===== config.mk =====
export PLATFORM = sky130hd
export DESIGN_NAME = sargantana_icache_tag_ctrl
export DESIGN_NICKNAME = d
export VERILOG_FILES = /design/src/rtl/sargantana_icache_pkg.sv /design/src/rtl/sargantana_icache_victim_sel.sv /design/src/rtl/sargantana_icache_tag_ctrl.sv
export SDC_FILE = /design/constraint.sdc
export NUM_CORES = 1
export LEC_CHECK = 0
export BUFFER_PORTS_ARGS = -buffer_cell sky130_fd_sc_hd__buf_2
export CAP_MARGIN = 0
export CORE_MARGIN = 1
export CORE_UTILIZATION = 45
export CTS_BUF_LIST = sky130_fd_sc_hd__clkbuf_2
export CTS_CLUSTER_SIZE = 12
export DETAILED_ROUTE_END_ITERATION = 10
export GPL_TIMING_DRIVEN = 0
export PLACE_DENSITY = 0.95
export SYNTH_ARGS = -nofsm -noshare
export SYNTH_HDL_FRONTEND = slang
export SYNTH_SLANG_ARGS = --single-unit

===== constraint.sdc =====
create_clock -name clk_i -period 2.1 [get_ports clk_i]
set_input_delay 0.21 -clock clk_i [delete_from_list [all_inputs] [get_ports clk_i]]
set_output_delay 0.21 -clock clk_i [all_outputs]
set_load 0.1 [all_outputs]

===== src/rtl/sargantana_icache_pkg.sv =====
// Shared types for the I-cache tag controller slice.
// Latency: n/a (types, constants and a pure helper function only).
// Backpressure: n/a.
package sargantana_icache_pkg;

  localparam int ICACHE_N_WAY   = 4;
  localparam int TAG_DEPTH      = 128;
  localparam int TAG_ADDR_WIDHT = $clog2(TAG_DEPTH);
  localparam int TAG_WIDHT      = 27;
  localparam int RR_WIDTH       = $clog2(ICACHE_N_WAY);

  typedef logic [ICACHE_N_WAY-1:0] way_oh_t;

  typedef enum logic [2:0] {
    TC_IDLE,
    TC_COMPARE,
    TC_MISS_REQ,
    TC_MISS_WAIT,
    TC_REFILL_WR
  } tag_ctrl_state_t;

  typedef struct packed {
    logic [TAG_WIDHT-1:0]      tag;
    logic [TAG_ADDR_WIDHT-1:0] idx;
  } l2_req_t;

  // Keeps only the lowest set bit of a way vector (zero in, zero out).
  function automatic way_oh_t lowest_one(way_oh_t v);
    way_oh_t r;
    r = '0;
    for (int w = ICACHE_N_WAY - 1; w >= 0; w--) begin
      if (v[w]) begin
        r    = '0;
        r[w] = 1'b1;
      end
    end
    return r;
  endfunction

endpackage


===== src/rtl/sargantana_icache_victim_sel.sv =====
// Victim way choice: lowest invalid way, else the round-robin way.
// Latency: combinational.
// Backpressure: none; rr_used_o tells the caller to advance its pointer.
module sargantana_icache_victim_sel
  import sargantana_icache_pkg::*;
(
  input  way_oh_t             valid_i,
  input  logic [RR_WIDTH-1:0] rr_i,
  output way_oh_t             victim_o,
  output logic                rr_used_o
);

  // Fill empty ways first; only a full set consumes the round-robin pointer.
  always_comb begin
    rr_used_o = &valid_i;
    victim_o  = lowest_one(~valid_i);
    if (rr_used_o) begin
      victim_o = way_oh_t'(1) << rr_i;
    end
  end

endmodule


===== src/rtl/sargantana_icache_tag_ctrl.sv =====
// Lookup/refill controller in front of the I-cache tag memory: read, compare, miss -> L2 -> tag install.
// Latency: hit/miss known the cycle after accept; refill writes the cycle after a good L2 response.
// Backpressure: lookups accepted only in IDLE without flush; L2 request held until l2_req_ready_i.
module sargantana_icache_tag_ctrl
  import sargantana_icache_pkg::*;
(
  input  logic                                 clk_i,
  input  logic                                 rstn_i,
  input  logic                                 flush_i,
  input  logic                                 lookup_valid_i,
  output logic                                 lookup_ready_o,
  input  logic [TAG_ADDR_WIDHT-1:0]            lookup_idx_i,
  input  logic [TAG_WIDHT-1:0]                 lookup_tag_i,
  output logic                                 hit_o,
  output logic [ICACHE_N_WAY-1:0]              hit_way_o,
  output logic                                 refill_done_o,
  output logic                                 refill_err_o,
  output logic [ICACHE_N_WAY-1:0]              refill_way_o,
  output logic                                 l2_req_valid_o,
  input  logic                                 l2_req_ready_i,
  output logic [TAG_WIDHT+TAG_ADDR_WIDHT-1:0]  l2_req_addr_o,
  input  logic                                 l2_resp_valid_i,
  input  logic                                 l2_resp_err_i,
  output logic [ICACHE_N_WAY-1:0]              tm_req_o,
  output logic                                 tm_we_o,
  output logic                                 tm_vbit_o,
  output logic                                 tm_flush_o,
  output logic [TAG_WIDHT-1:0]                 tm_data_o,
  output logic [TAG_ADDR_WIDHT-1:0]            tm_addr_o,
  input  logic [ICACHE_N_WAY-1:0][TAG_WIDHT-1:0] tm_tag_way_i,
  input  logic [ICACHE_N_WAY-1:0]              tm_vbit_i
);

  tag_ctrl_state_t           state_q, state_d;
  logic [TAG_WIDHT-1:0]      tag_q, tag_d;
  logic [TAG_ADDR_WIDHT-1:0] idx_q, idx_d;
  way_oh_t                   victim_q, victim_d;
  logic [RR_WIDTH-1:0]       rr_q, rr_d;
  logic                      drain_q, drain_d;

  way_oh_t                   hitvec;
  way_oh_t                   victim;
  logic                      rr_used;
  l2_req_t                   l2_req;

  assign tm_flush_o = flush_i;
  assign l2_req     = '{tag: tag_q, idx: idx_q};

  // Per-way tag match against the tag latched at accept.
  always_comb begin
    hitvec = '0;
    for (int w = 0; w < ICACHE_N_WAY; w++) begin
      hitvec[w] = tm_vbit_i[w] & (tm_tag_way_i[w] == tag_q);
    end
  end

  sargantana_icache_victim_sel u_victim_sel (
    .valid_i   (tm_vbit_i),
    .rr_i      (rr_q),
    .victim_o  (victim),
    .rr_used_o (rr_used)
  );

  // State and lookup context registers.
  always_ff @(posedge clk_i or negedge rstn_i) begin
    if (!rstn_i) begin
      state_q  <= TC_IDLE;
      tag_q    <= '0;
      idx_q    <= '0;
      victim_q <= '0;
      rr_q     <= '0;
      drain_q  <= 1'b0;
    end else begin
      state_q  <= state_d;
      tag_q    <= tag_d;
      idx_q    <= idx_d;
      victim_q <= victim_d;
      rr_q     <= rr_d;
      drain_q  <= drain_d;
    end
  end

  // Next-state and output decode; drain marks an L2 transaction whose result must be dropped.
  always_comb begin
    state_d        = state_q;
    tag_d          = tag_q;
    idx_d          = idx_q;
    victim_d       = victim_q;
    rr_d           = rr_q;
    drain_d        = drain_q;
    lookup_ready_o = 1'b0;
    hit_o          = 1'b0;
    hit_way_o      = '0;
    refill_done_o  = 1'b0;
    refill_err_o   = 1'b0;
    refill_way_o   = '0;
    l2_req_valid_o = 1'b0;
    l2_req_addr_o  = '0;
    tm_req_o       = '0;
    tm_we_o        = 1'b0;
    tm_vbit_o      = 1'b0;
    tm_data_o      = '0;
    tm_addr_o      = '0;
    case (state_q)
      TC_IDLE: begin
        // Gated by reset so every output reads 0 while reset is held.
        lookup_ready_o = rstn_i & ~flush_i;
        if (lookup_valid_i && lookup_ready_o) begin
          tm_req_o  = '1;
          tm_addr_o = lookup_idx_i;
          tag_d     = lookup_tag_i;
          idx_d     = lookup_idx_i;
          state_d   = TC_COMPARE;
        end
      end
      TC_COMPARE: begin
        state_d = TC_IDLE;
        if (!flush_i) begin
          if (|hitvec) begin
            hit_o     = 1'b1;
            hit_way_o = lowest_one(hitvec);
          end else begin
            victim_d = victim;
            if (rr_used) begin
              rr_d = (rr_q == RR_WIDTH'(ICACHE_N_WAY - 1)) ? '0 : rr_q + 1'b1;
            end
            state_d = TC_MISS_REQ;
          end
        end
      end
      TC_MISS_REQ: begin
        // Request is never retracted, even under flush.
        l2_req_valid_o = 1'b1;
        l2_req_addr_o  = l2_req;
        if (flush_i) drain_d = 1'b1;
        if (l2_req_ready_i) state_d = TC_MISS_WAIT;
      end
      TC_MISS_WAIT: begin
        if (l2_resp_valid_i) begin
          state_d = TC_IDLE;
          drain_d = 1'b0;
          if (!drain_q && !flush_i) begin
            if (l2_resp_err_i) refill_err_o = 1'b1;
            else               state_d      = TC_REFILL_WR;
          end
        end else if (flush_i) begin
          drain_d = 1'b1;
        end
      end
      TC_REFILL_WR: begin
        state_d = TC_IDLE;
        if (!flush_i) begin
          tm_req_o      = victim_q;
          tm_we_o       = 1'b1;
          tm_vbit_o     = 1'b1;
          tm_data_o     = tag_q;
          tm_addr_o     = idx_q;
          refill_done_o = 1'b1;
          refill_way_o  = victim_q;
        end
      end
      default: state_d = TC_IDLE;
    endcase
  end

  // A tag may live in at most one valid way of a set.
  a_single_hit: assert property (@(posedge clk_i) disable iff (!rstn_i)
    (state_q == TC_COMPARE) |-> $onehot0(hitvec));

endmodule


==> results of run 1 <==
## through the flow
| stage | setup TNS (ns) | util |
|---|---|---|
| global placement | -47.75 | 0.6672 |
| floorplan | -0.8673 | - |
| CTS | -9.695 | 0.9616 |
| detailed placement | -53.28 | 0.6672 |
## layer usage
layer  overflow  global-route usage
met4          0              0.6287
met1          0              0.7129
met3          0              0.5962
met5          0              0.1964
met2          3              0.8605
## logic make-up after synthesis
group | count (synthesis) | share of synthesized area
and+or+nand+nor | 274 | 0.3566
xor gates and xnor gates | 108 | 0.2359
buffers and inverters | 51 | 0.08300
DFF | 44 | 0.2746
AOI/OAI and AO/OA | 20 | 0.02902
adders and majority gates | 4 | 0.01248
muxes | 3 | 0.008424
## what timing repair did
action | 4_1_cts
endpoints found under the hold margin | 77
cloned | 4
pin swaps | 59
endpoints found under the setup margin | 114
buffers inserted | 42
resized for setup | 470
hold buffers | 35
==> impl_metrics.env, run 1 <==
export IMPL_cts_num_sinks=44
export IMPL_clock_tree_root_cell="clkbuf_2"
export IMPL_async_flop_share=1.000
export IMPL_track_usage=0.7037
export IMPL_die_x_um=96.40
export IMPL_grt_overflow_total=3
export IMPL_status="did not finish"
export IMPL_syn_inst=504
export IMPL_synth_common_cells="nand2_1, xnor2_1, and2_1"
export IMPL_error_line="[ERROR GRT-0116] Global routing finished with congestion. Check the congestion regions in the DRC Viewer."
export IMPL_post_dp_cell_area_um2=5791
export IMPL_grt_max_degree=45
export IMPL_grt_pass1_vias=7080
export IMPL_stop_stage="global routing"
export IMPL_ys_seq_area_frac=0.2746
export IMPL_io_pins=241
export IMPL_grt_pass1_wl_mm=45.27
export IMPL_yosysUniqueCellTypes=41
export IMPL_initial_utilization=0.4621
export IMPL_synth_edf_count=0
export IMPL_syn_area_per_cell_um2=7.957
export IMPL_yosysMostFrequentCell="nand2_1"
export IMPL_gpl_final_weighted_congestion=0.9466
export IMPL_dp_cells=852
export IMPL_synth_largest_area_cell="dfrtp_1"
export IMPL_synth_largest_type_area_fraction=0.2746
export IMPL_cts_htree_levels=2
export IMPL_ys_flop_type="dfrtp_1"
export IMPL_synth_fp_nets=661
export IMPL_portBuffers=240
export IMPL_std_cell_rows=34
export IMPL_synth_area_top_cells="dfrtp_1, xnor2_1, nand2_1"
export IMPL_yosys_warnings=0
export IMPL_die_height_um=96.40
export IMPL_numCtsBuffers=5
export IMPL_cts_path_max_buffers=2
export IMPL_synthesis_area_um2=4010
export IMPL_dp_slack_ns=-0.9828
export IMPL_synth_seq_cells=44
export IMPL_hpwl_mm=12.03
==> run 2, diff against run 1 <==
--- a/config.mk
+++ b/config.mk
@@ -8,12 +8,10 @@
 export BUFFER_PORTS_ARGS = -buffer_cell sky130_fd_sc_hd__buf_2
 export CAP_MARGIN = 0
 export CORE_MARGIN = 1
-export CORE_UTILIZATION = 45
-export CTS_BUF_LIST = sky130_fd_sc_hd__clkbuf_2
-export CTS_CLUSTER_SIZE = 12
+export CORE_UTILIZATION = 40
 export DETAILED_ROUTE_END_ITERATION = 10
 export GPL_TIMING_DRIVEN = 0
-export PLACE_DENSITY = 0.95
+export PLACE_DENSITY_LB_ADDON = 0.15
 export SYNTH_ARGS = -nofsm -noshare
 export SYNTH_HDL_FRONTEND = slang
 export SYNTH_SLANG_ARGS = --single-unit
==> impl_metrics.env, run 2 <==
export IMPL_power_density_nw_per_um2=1214
export IMPL_vias=4994
export IMPL_largest_reg_flops=27
export IMPL_die_x_um=102.1
export IMPL_areaGrowthSynthToFinish_pct=100.7
export IMPL_cts_path_max_buffers=2
export IMPL_synth_largest_area_cell="dfrtp_1"
export IMPL_clk_latency_ns=0.30
export IMPL_worst_pin_slew_ns=0.5054
export IMPL_maxSlewHeadroom=0.6605
export IMPL_drt_iter0_drc=227
export IMPL_layout_cells_most_common="buf_2"
export IMPL_ys_flop_type="dfrtp_1"
export IMPL_worstPathCellList="buf_6 -> xnor2_1 -> nand4_1 -> nor4_1 -> nand4_1 -> buf_6 -> and4_4 -> nor2_4 -> buf_12"
export IMPL_leakagePower_nw=3.809
export IMPL_drt_pass1_iterations=4
export IMPL_cap_viol_max_count=0
export IMPL_ys_seq_area_frac=0.2746
export IMPL_required_ns=1.89
export IMPL_die_area_um2=10430
export IMPL_grt_pass1_vias=5018
export IMPL_worstReg2RegStart="tag_q[23]"
export IMPL_yosys_warnings=0
export IMPL_crit_buf_inv=3
export IMPL_synth_area_top_cells="dfrtp_1, xnor2_1, nand2_1"
export IMPL_r2r_end="victim_q[1]"
export IMPL_synth_fp_nets=661
export IMPL_die_height_um=102.1
export IMPL_nNetsFinal=955
export IMPL_tns_ns=-4.580
export IMPL_top_regs="tag_q x27, idx_q x7, victim_q x4"
export IMPL_hold_viol_final=0
export IMPL_status="complete, but fails checks"
export IMPL_yosysUniqueCellTypes=41
export IMPL_crit_path_max_incr_delay_ns=0.39
export IMPL_fmax_ghz=0.4008
export IMPL_hpwl_mm=12.20
export IMPL_violations="setup timing"
export IMPL_std_cell_rows=36
export IMPL_setup_ws_ns=-0.3952
export IMPL_core_area_um2=9729
export IMPL_rsz0062_at_grt="yes"
export IMPL_cts_htree_levels=2
export IMPL_drc_errors=0
export IMPL_vias_per_cell=5.353
export IMPL_crit_fanout=7
export IMPL_initial_utilization=0.4122
export IMPL_grt_max_degree=45
export IMPL_async_flop_share=1.000
export IMPL_slew_viol_final=0
export IMPL_syn_inst=504
export IMPL_io_pins=241
export IMPL_portBuffers=240
export IMPL_worstSetupPathType="reg -> out"
export IMPL_min_path_type="in -> reg"
export IMPL_finalSetupViolCount=36
export IMPL_synth_common_cells="nand2_1, xnor2_1, and2_1"
export IMPL_wl_mm=20.05
export IMPL_crit_arrival_ns=2.29
export IMPL_regMostFlops="tag_q"
export IMPL_synthesis_area_um2=4010
export IMPL_r2r_setup_slack_ns=-0.26
export IMPL_clock_tree_root_cell="clkbuf_8"
export IMPL_min_delay_worst_endpoint="tag_q[7]"
export IMPL_cts_num_sinks=44
export IMPL_fin_crit_ns=2.495
export IMPL_grt_pass1_wl_mm=26.92
export IMPL_syn_area_per_cell_um2=7.957
export IMPL_numCtsBuffers=5
export IMPL_wire_per_inst_um=21.49
export IMPL_synth_edf_count=0
export IMPL_cp_start_kind="flop"
export IMPL_finalClockSkew_ns=0.009634
export IMPL_track_usage=0.3519
export IMPL_min_path_cells=3
export IMPL_r2r_cells=11
export IMPL_cts_clk_slew_worst_paths_ns=0.09
export IMPL_yosysMostFrequentCell="nand2_1"
export IMPL_cp_end_kind="primary output"
export IMPL_cts_tree="built"
export IMPL_grt_overflow_total=0
export IMPL_drtAntennaViolNets=0
export IMPL_fillCellCount=559
export IMPL_synth_seq_cells=44
export IMPL_drive_gt1_frac=0.6471
export IMPL_gpl_final_weighted_congestion=0.9483
export IMPL_peakVddDrop_uv=830.5
export IMPL_crit_family="simple AND/OR/NAND/NOR gates"
export IMPL_final_cell_mix="buf_2, nand2_1, buf_4"
export IMPL_hold_ws_ns=0.1041
export IMPL_synth_largest_type_area_fraction=0.2746
export IMPL_min_from="lookup_tag_i[7]"
export IMPL_antenna_found_initial=1
export IMPL_cp_slowest_cell="dfrtp_1"
export IMPL_fin_crit_sh=1.188
## run 2: cell counts after synthesis
No cell type changed its count.
## run 2: cell type report
| class | count | area [µm²] | share of cell area |
|---|---|---|---|
| Multi-Input combinational cell | 409 | 3660 | 0.4548 |
| Timing Repair Buffer | 290 | 2545 | 0.3163 |
| Sequential cell | 44 | 1104 | 0.1371 |
| Buffer | 43 | 456.7 | 0.05676 |
| Tap cell | 133 | 166.4 | 0.02068 |
| Clock buffer | 7 | 86.33 | 0.01073 |
| Inverter | 5 | 18.77 | 0.002332 |
| Clock inverter | 1 | 7.507 | 0.0009330 |
| Antenna cell | 1 | 2.502 | 0.0003110 |
## run 2: what timing repair did
action,4_1_cts,5_1_grt
endpoints found under the hold margin,44,0
hold buffers,2,0
cloned,2,0
gates resized for setup,336,92
pin swaps,40,32
endpoints found under the setup margin,126,106
setup buffers,37,12
## run 2: through the flow
step | instance area, µm² | setup slack [ns] | total power, mW | util | cells
2_1_floorplan | 4454 | -0.2328 | 5.852 | - | 504
3_3_place_gp | 5822 | -1.002 | 6.951 | 0.5984 | 877
3_5_place_dp | 5822 | -1.041 | 7.041 | 0.5984 | 877
4_1_cts | 7587 | -0.3361 | 8.975 | 0.7798 | 926
5_1_grt | 8044 | -0.4433 | 10.18 | 0.8268 | 932
6_report | 8046 | -0.3952 | 9.766 | 0.8270 | 933
## run 2: power breakdown
| part | switching [mW] | internal [mW] | total [mW] |
|---|---|---|---|
| Clock | 0.308 | 0.268 | 0.576 |
| Sequential | 0.217 | 1.22 | 1.44 |
| Combinational | 4.63 | 3.13 | 7.75 |
## run 2: per-layer routing
layer / routed length, µm / track usage / vias up
met5: 12 / 0 / -
met4: 868 / 0.1703 / 2
met3: 1617 / 0.09302 / 79
met2: 10400 / 0.6267 / 298
met1: 7155 / 0.3882 / 2399
li1: - / - / 2216
## run 2: worst min-delay path, delay by kind of cell
family	cells	cell delay (ns)
and+or+nand+nor	2	0.08
buffers and inverters	1	0.07
## run 2: logic make-up (layout without fill, tap and decap cells)
family | Yosys count | in the layout | synth area share
mux | 3 | 3 | 0.008424
flops | 44 | 44 | 0.2746
simple gates | 274 | 274 | 0.3566
fa+ha+maj | 4 | 4 | 0.01248
buf+inv | 51 | 346 | 0.08300
other cells | 0 | 1 | 0
xor+xnor | 108 | 108 | 0.2359
compound gates | 20 | 20 | 0.02902
## run 2: worst max-delay path by stage
stage	slack (ns)	cells past startpoint	end	from
6_report	-0.40	9	hit_o	tag_q[23]
4_1_cts	-0.34	8	hit_o	tag_q[17]
3_3_place_gp	-1.00	7	tm_addr_o[5]	rstn_i
3_5_place_dp	-1.04	7	tm_addr_o[5]	rstn_i
2_1_floorplan	-0.23	7	hit_way_o[3]	tag_q[8]
5_1_grt	-0.44	8	hit_o	tag_q[17]
Note: power is estimated with default switching activity, not from simulation.
==> run 3, diff against run 2 <==
--- a/config.mk
+++ b/config.mk
@@ -12,6 +12,8 @@
 export DETAILED_ROUTE_END_ITERATION = 10
 export GPL_TIMING_DRIVEN = 0
 export PLACE_DENSITY_LB_ADDON = 0.15
+export RECOVER_POWER = 100
+export SETUP_SLACK_MARGIN = 0.02
 export SYNTH_ARGS = -nofsm -noshare
 export SYNTH_HDL_FRONTEND = slang
 export SYNTH_SLANG_ARGS = --single-unit
==> impl_metrics.env, run 3 (synthesized netlist as in run 2, its figures left out) <==
export IMPL_status="complete, but fails checks"
export IMPL_violations="setup timing"
export IMPL_crit_path_end="hit_way_o[1]"
export IMPL_die_x_um=102.1
export IMPL_peakVddDrop_uv=1094
export IMPL_worstSetupPathType="reg -> out"
export IMPL_top_regs="tag_q x27, idx_q x7, victim_q x4"
export IMPL_slew_viol_final=0
export IMPL_worst_pin_slew_ns=1.184
export IMPL_io_pins=241
export IMPL_cp_end_kind="primary output"
export IMPL_drt_iter0_drc=183
export IMPL_std_cell_rows=36
export IMPL_drt_pass1_iterations=4
export IMPL_r2r_end="rr_q[1]"
export IMPL_p_total_mw=9.213
export IMPL_crit_fanout=7
export IMPL_combPwrFrac=0.773
export IMPL_grt_max_degree=45
export IMPL_cts_path_max_buffers=2
export IMPL_cpMostUsedCell="nand4_1"
export IMPL_fin_crit_sh=1.216
export IMPL_fin_crit_ns=2.553
export IMPL_stdcell_count=926
export IMPL_n_antenna_cell=0
export IMPL_vias_per_cell=5.340
export IMPL_drtAntennaViolNets=0
export IMPL_track_usage=0.3366
export IMPL_cts_clk_slew_worst_paths_ns=0.09
export IMPL_crit_path_max_incr_delay_ns=0.38
export IMPL_final_cell_mix="buf_2, nand2_1, buf_12"
export IMPL_wire_per_inst_um=20.72
export IMPL_nNetsFinal=949
export IMPL_clock_tree_root_cell="clkbuf_8"
export IMPL_power_density_nw_per_um2=1177
export IMPL_hpwl_mm=12.46
export IMPL_cts_htree_levels=2
export IMPL_r2r_setup_slack_ns=-0.36
export IMPL_sequentialPowerShare=0.155
export IMPL_grt_overflow_total=0
export IMPL_leakagePower_nw=3.663
export IMPL_layout_cells_most_common="buf_2"
export IMPL_initial_utilization=0.4122
export IMPL_p_sw_frac=0.5319
export IMPL_core_area_um2=9729
export IMPL_min_path_type="in -> reg"
export IMPL_vias=4945
export IMPL_cp_slowest_cell="dfrtp_1"
export IMPL_clkPwrFrac=0.072
export IMPL_maxSlewHeadroom=0.2106
export IMPL_drc_errors=0
export IMPL_gpl_final_weighted_congestion=0.9142
export IMPL_worstPathCellList="buf_6 -> xnor2_4 -> nand4_1 -> nor4_2 -> nand4_1 -> buf_4 -> nor3b_4 -> buf_12"
export IMPL_cts_num_sinks=44
export IMPL_dp_cells=877
export IMPL_crit_arrival_ns=2.34
export IMPL_regMostFlops="tag_q"
export IMPL_cap_viol_max_count=0
export IMPL_worstReg2RegStart="tag_q[1]"
export IMPL_fmax_ghz=0.3917
export IMPL_internal_power_mw=4.313
export IMPL_required_ns=1.89
export IMPL_finalSetupViolCount=88
export IMPL_cts_tree="built"
export IMPL_crit_start="tag_q[19]"
export IMPL_areaGrowthSynthToFinish_pct=95.16
export IMPL_grt_pass1_wl_mm=25.54
export IMPL_rsz0062_at_grt="yes"
export IMPL_die_height_um=102.1
export IMPL_clk_latency_ns=0.30
export IMPL_setup_ws_ns=-0.4529
export IMPL_wl_mm=19.19
export IMPL_drive_gt1_frac=0.5927
export IMPL_largest_reg_flops=27
export IMPL_antenna_found_initial=0
export IMPL_min_from="lookup_tag_i[3]"
export IMPL_cp_start_kind="flop"
export IMPL_tns_ns=-11.27
export IMPL_grt_pass1_vias=4698
export IMPL_numCtsBuffers=5
export IMPL_die_area_um2=10430
export IMPL_hold_viol_final=0
export IMPL_portBuffers=240
export IMPL_finalClockSkew_ns=0.008463
export IMPL_hold_ws_ns=0.08805
export IMPL_r2r_cells=10
export IMPL_switching_power_mw=4.900
-- run 3: cell types whose count changed in the layout (fill, tap and decap cells not counted), sizes merged --
| cell | delta |
|---|---|
| buf | -21 |
| dlymetal6s2s | +1 |
| diode | -1 |
| clkbuf | +12 |
| clkinv | +1 |
| bufinv | +1 |
-- run 3: repair_timing --
item | 4_1_cts | 5_1_grt
cloned | 1 | 1
resized for setup | 258 | 164
endpoints found under the hold margin | 44 | 0
buffers inserted | 32 | 9
hold buffers | 2 | 0
endpoints found under the setup margin | 126 | 94
pin swaps | 34 | 23
-- run 3: worst min-delay path by stage --
| stage | to | slack (ns) | cells after the start |
|---|---|---|---|
| CTS | tag_q[1] | 0.08 | 3 |
| finish | tag_q[3] | 0.09 | 3 |
| detailed placement | tag_q[1] | 0.41 | 3 |
| global route | tag_q[1] | 0.08 | 3 |
| global placement | tag_q[26] | 0.40 | 3 |
| floorplan | drain_q | -0.09 | 0 |
-- run 3: layer usage --
metal | up-vias | track usage | routed length (µm)
met4 | 0 | 0.1451 | 1110
met2 | 303 | 0.6056 | 9807
li1 | 2194 | - | -
met1 | 2372 | 0.3917 | 6751
met3 | 76 | 0.05951 | 1522
met5 | - | 0 | 0
-- run 3: layout make-up --
type	instances	area [µm²]
plain buffers	43	417.9
inverters	5	18.77
multi-input cells	409	3385
well taps	133	166.4
flip-flops and latches	44	1104
clock inverters	3	42.54
repair buffers	284	2624
clock buffers	5	68.82
fillers	597	1903
-- run 3: critical path, delay by kind of cell (launching register included) --
kind	cells	cell delay [ns]
XOR/XNOR	1	0.17
buffers and inverters	3	0.58
flip-flops	1	0.38
AND/OR/NAND/NOR	4	0.90
-- run 3: power by group through the flow --
| stage | logic, mW | clock network, mW | registers, mW |
|---|---|---|---|
| 2_1_floorplan | 4.46 | 0 | 1.39 |
| 3_3_place_gp | 5.53 | 0 | 1.41 |
| 3_5_place_dp | 5.62 | 0 | 1.43 |
| 4_1_cts | 6.69 | 0.675 | 1.40 |
| 5_1_grt | 7.45 | 0.706 | 1.45 |
| 6_report | 7.12 | 0.667 | 1.43 |
-- run 3: per-stage QoR --
stage	worst slack (ns)	utilization	area [µm²]
after detailed placement	-1.036	0.5981	5819
final	-0.4529	0.8044	7826
after global placement	-0.9838	0.5981	5819
after floorplan	-0.2148	-	4452
after CTS	-0.3728	0.7415	7214
after global routing	-0.4866	0.8044	7826
